### src/rtl/pc_unit.sv
// ============================================================================
// Module   : pc_unit
// Purpose  : Fetch-stage program counter with branch/jump/call/return and a
//            built-in circular return-address stack.
// Revision : 1.0 - initial release
// ============================================================================
`default_nettype none

module pc_unit #(
    parameter int unsigned      WIDTH     = 32,
    parameter int unsigned      INC       = 4,
    parameter logic [WIDTH-1:0] RESET_VEC = '0,
    parameter int unsigned      RAS_DEPTH = 4,
    parameter int unsigned      ALIGN     = 2
) (
    input  logic                                 clk,
    input  logic                                 rst,
    input  logic                                 stall,
    input  logic [2:0]                           op,
    input  logic                                 cond,
    input  logic [WIDTH-1:0]                     offset,
    input  logic [WIDTH-1:0]                     target,
    output logic [WIDTH-1:0]                     pc,
    output logic [WIDTH-1:0]                     link,
    output logic [$clog2(RAS_DEPTH+1)-1:0]       ras_count,
    output logic                                 ras_err
);

    localparam int unsigned CW = $clog2(RAS_DEPTH + 1);
    localparam int unsigned PW = (RAS_DEPTH > 1) ? $clog2(RAS_DEPTH) : 1;

    localparam logic [2:0] c_OP_SEQ  = 3'd0;
    localparam logic [2:0] c_OP_BR   = 3'd1;
    localparam logic [2:0] c_OP_JMP  = 3'd2;
    localparam logic [2:0] c_OP_CALL = 3'd3;
    localparam logic [2:0] c_OP_RET  = 3'd4;

    localparam logic [WIDTH-1:0] c_ALIGN_MASK = ~((WIDTH'(1) << ALIGN) - WIDTH'(1));

    logic [WIDTH-1:0] r_pc;
    logic [CW-1:0]    r_count;
    logic             r_err;
    logic [PW-1:0]    r_ptr;          // next free slot; top entry sits at r_ptr-1
    logic [WIDTH-1:0] r_ras [RAS_DEPTH];

    logic [WIDTH-1:0] w_link;
    logic [WIDTH-1:0] w_next;
    logic [PW-1:0]    w_ptr_inc;
    logic [PW-1:0]    w_ptr_dec;
    logic             w_push;
    logic             w_pop;
    logic             w_under;
    logic             w_full;

    assign w_link    = r_pc + WIDTH'(INC);
    assign w_ptr_inc = (r_ptr == PW'(RAS_DEPTH - 1)) ? '0 : r_ptr + 1'b1;
    assign w_ptr_dec = (r_ptr == '0) ? PW'(RAS_DEPTH - 1) : r_ptr - 1'b1;
    assign w_full    = (r_count == CW'(RAS_DEPTH));

    always_comb begin
        w_next  = w_link;
        w_push  = 1'b0;
        w_pop   = 1'b0;
        w_under = 1'b0;
        case (op)
            c_OP_BR: begin
                if (cond) begin
                    w_next = r_pc + offset;
                end
            end
            c_OP_JMP: begin
                w_next = target;
            end
            c_OP_CALL: begin
                w_next = target;
                w_push = 1'b1;
            end
            c_OP_RET: begin
                if (r_count != '0) begin
                    w_next = r_ras[w_ptr_dec];
                    w_pop  = 1'b1;
                end else begin
                    w_under = 1'b1;
                end
            end
            default: begin
                w_next = w_link;
            end
        endcase
    end

    always_ff @(posedge clk) begin
        if (rst) begin
            r_pc    <= RESET_VEC & c_ALIGN_MASK;
            r_count <= '0;
            r_err   <= 1'b0;
            r_ptr   <= '0;
        end else if (!stall) begin
            r_pc <= w_next & c_ALIGN_MASK;
            if (w_push) begin
                // A push onto a full stack overwrites the oldest entry in place.
                r_ptr <= w_ptr_inc;
                if (w_full) begin
                    r_err <= 1'b1;
                end else begin
                    r_count <= r_count + 1'b1;
                end
            end
            if (w_pop) begin
                r_ptr   <= w_ptr_dec;
                r_count <= r_count - 1'b1;
            end
            if (w_under) begin
                r_err <= 1'b1;
            end
        end
    end

    always_ff @(posedge clk) begin
        if (!rst && !stall && w_push) begin
            r_ras[r_ptr] <= w_link;
        end
    end

    assign pc        = r_pc;
    assign link      = w_link;
    assign ras_count = r_count;
    assign ras_err   = r_err;

endmodule

`default_nettype wire

### config.mk
export PLATFORM = sky130hd
export DESIGN_NAME = pc_unit
export DESIGN_NICKNAME = d
export VERILOG_FILES = /design/src/rtl/pc_unit.sv
export SDC_FILE = /design/constraint.sdc
export NUM_CORES = 1
export LEC_CHECK = 0
export CORE_AREA = 2 2 162 164
export CTS_CLUSTER_SIZE = 40
export DETAILED_ROUTE_END_ITERATION = 10
export DIE_AREA = 0 0 164 166
export SYNTH_ARGS = -nofsm -noshare
export SYNTH_HDL_FRONTEND = slang
export SYNTH_SLANG_ARGS = --single-unit
### constraint.sdc
create_clock -name clk -period 3.9 [get_ports clk]
set_input_delay 0.78 -clock clk [delete_from_list [all_inputs] [get_ports clk]]
set_output_delay 0.78 -clock clk [all_outputs]
set_load 0.005 [all_outputs]
# Word level (Yosys, flattened, before mapping)

Memory sizes are Yosys's and may differ from the RTL's.
Index checks and enable logic that the tools add are counted.

Bits in writable memories: 128
Word-level logic and storage cells: 52
Input bits: 71
Bits in registers: 36
Memories: 1

Memories:

| name  | depth | width | rd ports | clocked after memory_dff | wr ports | line | text |
|---|---|---|---|---|---|---|---|
| r_ras | 4     | 32    | 1        | 0                        | 1        | 44   | `logic [WIDTH-1:0] r_ras [RAS_DEPTH];` |

$add $sub $neg: 6
Eq/ne operators: 7
Muxes and demuxes: 20
Bitwise gates (word level): 1
Reductions and logical operators: 13

Operator list:

| kind                    | number |
|---|---|
| $pmux W32 S3            | 1 |
| $mux W32                | 2 |
| $add A32 B3 Y32 const B | 1 |
| $add A32 B32 Y32        | 1 |
| $mux W1                 | 10 |
| $mux W3                 | 3 |
| $mux W2                 | 4 |
| $eq A3 B2 Y1 const B    | 2 |
| $eq A3 B3 Y1 const B    | 2 |
| $reduce_and A3 Y1       | 2 |
| $reduce_bool A2 Y1      | 3 |
| $add A3 B1 Y3 const B   | 1 |
| $eq A3 B1 Y1 const B    | 1 |
| $reduce_bool A3 Y1      | 1 |
| $sub A3 B1 Y3 const B   | 1 |
| $add A2 B1 Y2 const B   | 1 |
| $eq A2 B2 Y1 const B    | 1 |
| $logic_and A1 B1 Y1     | 2 |
| $logic_not A1 Y1        | 2 |
| $logic_not A2 Y1        | 1 |
| $ne A2 B2 Y1 const B    | 1 |
| $reduce_and A2 Y1       | 1 |
| $reduce_or A2 Y1        | 1 |
| $sub A2 B1 Y2 const B   | 1 |
| $not A1 Y1              | 1 |

# Longest topological paths before layout

Depth in word-level cells: 5
Depth in mapped cells: 10

# Least setup slack after synthesis

OpenSTA, ideal clock, no wires.

Kind: input -> register
From: input offset[2]
To: register r_pc[22] (netlist: pc[22])
Cell stages on the path: 10
Arrival: 2.818 ns
Path slack: 1.020 ns
Library setup time: 0.062 ns
Data required time: 3.838 ns
Path through: ha_1 -> inv_1 -> fa_1 -> nor2b_1 -> o2111a_1 -> nor4_1 -> o31ai_1 -> a21oi_1 -> or3_1 -> nand3_1

Word-level cells in the longest chain between the ends: 3

RTL lines:

| what                   | line | text |
|---|---|---|
| start: declaration     | 21   | `input logic [WIDTH-1:0] offset,` |
| $add A32 B32 Y32       | 68   | `w_next = r_pc + offset;` |
| $mux W32               | 67   | `if (cond) begin` |
| $pmux W32 S3           | 65   | `case (op)` |
| end signal: assignment | 94   | `r_pc <= RESET_VEC & c_ALIGN_MASK;` |
| end signal: assignment | 99   | `r_pc <= w_next & c_ALIGN_MASK;` |
| end: declaration       | 40   | `logic [WIDTH-1:0] r_pc;` |

Every way passes these cells.
A chain may end at the register's enable or synchronous reset.

# Final worst setup path

From: register r_pc[3] (netlist: pc[3])
To: output link[28]

Word-level cells in the longest chain between the ends: 1

RTL lines:

| what             | line | text |
|---|---|---|
| $add A32 B3 Y32  | 55   | `assign w_link = r_pc + WIDTH'(INC);` |
| end: declaration | 24   | `output logic [WIDTH-1:0] link,` |

Every way passes these cells.

==> reports/results.ini <==
[global_route]
antenna_found_initial=0
grt_util_all_layers=0.203
overflow=0
grt_pass1_vias=7084
grt_pass1_wl_um=41800
grt_max_degree=34

[critical_path]
crit_buf_inv=1
critPathArrivalTime_ps=2980
crit_family=simple AND/OR/NAND/NOR gates
criticalPathCategory=reg -> out
crit_cells=6
cp_data_required_time_ps=3120
r2r-end=pc[7]
slowest_stage=or4_4
r2r_cells=8
crit_fanout=6
r2r-start=r_ptr[0]
path_cells=ha_1 -> nand4_1 -> or4_4 -> nor3_4 -> xor2_2 -> clkdlybuf4s50_1
reg2reg_setup_slack_ps=970
startpoint_type=flip-flop
slowest_delay_ps=650
endpoint_kind=output pin

[finish]
fin_cells=1292
area_delta_synth_final_pct=29.5
diodes=0
drive_above_1_share=0.143
fin_area_mm2=0.0114
fin_nets=1052

[synth]
synth-simple-area-share=0.116
synth.mux.area_fraction=0.0813
syn_avg_cell_area_um2=11.3
netlist_top_cells_area=edfxtp_1 41%, dfxtp_1 8.2%, mux4_2 7.7%
yosys-top-cells-count=120 x edfxtp_1, 57 x a21oi_1, 54 x nand2_1, 47 x nor2_1, 38 x o21ai_0
synth-compound-area-share=0.178
synth_cell_types=63
synth_top_family_by_area=compound AO/OA/AOI/OAI gates
yosysTopAreaCellShare=0.408
yosysSeqAreaShare=0.490
synthCells=783
synth-edff-count=120
synthAdderAreaFrac=0.0528
ys_ff_latch=156
yosysWarnings=0
ys_async_sr_fraction=0
yosysMostFrequentCell=edfxtp_1
synthFlopType=edfxtp_1
netlist.top_cell.by_area=edfxtp_1
synth_area_mm2=0.00882
synth-xor-area-share=0.0476

[placed_design]
placedCellCount=1258
post_dp_cell_area_mm2=0.0108
place_congestion=0.902
dp_hpwl_um=19900
numPortBuffers=130

[die]
rows=59
die_y_um=166
core_mm2=0.0256
ioPinCount=139
die_w_um=164
start_util=0.344
dieArea_mm2=0.0272

[detailed_routing]
avgRoutedWirePerCell_um=21.3
viasPerCell=5.65
ant_nets=0
dr.pass1.iters=5
drc_errors=0
vias=7303
first_iter_violations=696
wl_um=27500

[clock_network]
htreeDepth=4
clk_pin_slew_ps=60
cts_num_sinks=156
cts_buffers=17
root_buffer=clkbuf_16
cts_tree=built
cts.path.max_buffers=2
clock_latency_ps=430

[sta]
finalSetupViolCount=0
fin_crit_sh=0.963
skew_ps=6.84
finalCriticalPeriod_ps=3760
finalSetupTns_ps=0
slew_viol_final=0
worst_slew_pin_slew_ps=1050
hold_viol_final=0
clock.fmax_ghz=0.266
slew_headroom=0.293

[job]
maxCapViolCount=0

[pwr]
p_per_area_mw_per_mm2=375
leakagePower_nw=4.23
ir_drop_v=0.000255

[hold_path]
min_from=ras_err
min_path_cells=2
hold_path_end=ras_err
min_path_type=reg -> reg

[outcome]
status=finished, final reports clean

[per-stage QoR]
stage / setup slack [ps] / utilization / total power (W) / hold slack, ps
6_report: 144 / 0.446 / 0.00429 / 506
3_5_place_dp: 233 / 0.421 / 0.00273 / 496
5_1_grt: -12.1 / 0.446 / 0.00445 / 575
2_1_floorplan: 1020 / - / 0.00234 / 465
4_1_cts: 33.3 / 0.444 / 0.00429 / 513
3_3_place_gp: 289 / 0.421 / 0.00273 / 489
[state kept, by name, indices dropped and copies added, names as in the netlist]
register   flops
ras_count      3
pc            30
r_ras        120
ras_err        1
r_ptr          2
[power by group]
group | switching, W | internal (W)
combinational | 0.000448 | 0.000394
clock | 0.000697 | 0.000878
sequential | 0.0000368 | 0.00183
total | 0.00118 | 0.00310
[layer usage]
metal  GRT usage  wire length [um]
met1       0.279             11500
met2       0.327             13300
met3      0.0425              2160
met4      0.0564               472
met5           0                 0
[placed cells by master (no fill, tap or decap), types with 15 or more instances in the layout]
cell             Yosys  final
nor2_1              47     46
mux4_2              30     30
nand2_1             54     54
clkdlybuf4s50_1      0    129
clkbuf_16            0     17
nand4_1             15     15
edfxtp_1           120    120
buf_4                4     56
nor3_1              20     18
dfxtp_1             36     33
inv_1               27     27
xnor2_1             26     21
a221o_1             20     20
a221oi_1            20     20
a21oi_1             57     57
o21ai_0             38     38
ha_1                34     33
a21o_1              21     21
nand3_1             17     17
xor2_1              22     20
[cell families (layout without fill, tap and decap cells)]
kind of cell	Yosys count	after routing
compound gates	227	227
xor+xnor	48	48
fa+ha+maj	36	36
buf+inv	74	245
flops	156	156
mux	34	34
other cells	1	4
simple gates	207	207
[area by class of cell]
class                           instances  area [um^2]
Fill cell                            2386        14200
Sequential cell                       156         4330
Multi-Input combinational cell        556         4290
Timing Repair Buffer                  187         1740
Clock buffer                           18          429
Tap cell                              335          419
Clock inverter                         13          120
Inverter                               27          101
[how the worst max path moves through the flow]
stage | start | to | slack, ps
6_report | pc[3] | link[28] | 140
5_1_grt | pc[3] | link[28] | -10
4_1_cts | pc[8] | link[30] | 30
3_5_place_dp | offset[2] | pc[28] | 230
3_3_place_gp | offset[2] | pc[28] | 290
2_1_floorplan | offset[2] | pc[22] | 1020
[worst register-to-register path, stage by stage (launching register included)]
cell     delay [ps]
dfxtp_1         400
inv_1           110
ha_2            640
buf_4           290
mux4_2          530
a221o_1         330
a21oi_1         220
a21oi_1         120
o21a_1          200
[repair_timing]
action,4_1_cts,5_1_grt
endpoints found under the setup margin,3,7
hold buffers,0,0
gates resized for setup,4,9
pin swaps,1,1
gates cloned,0,0
buffers inserted,1,2
Power figures use the tool's default switching activity.
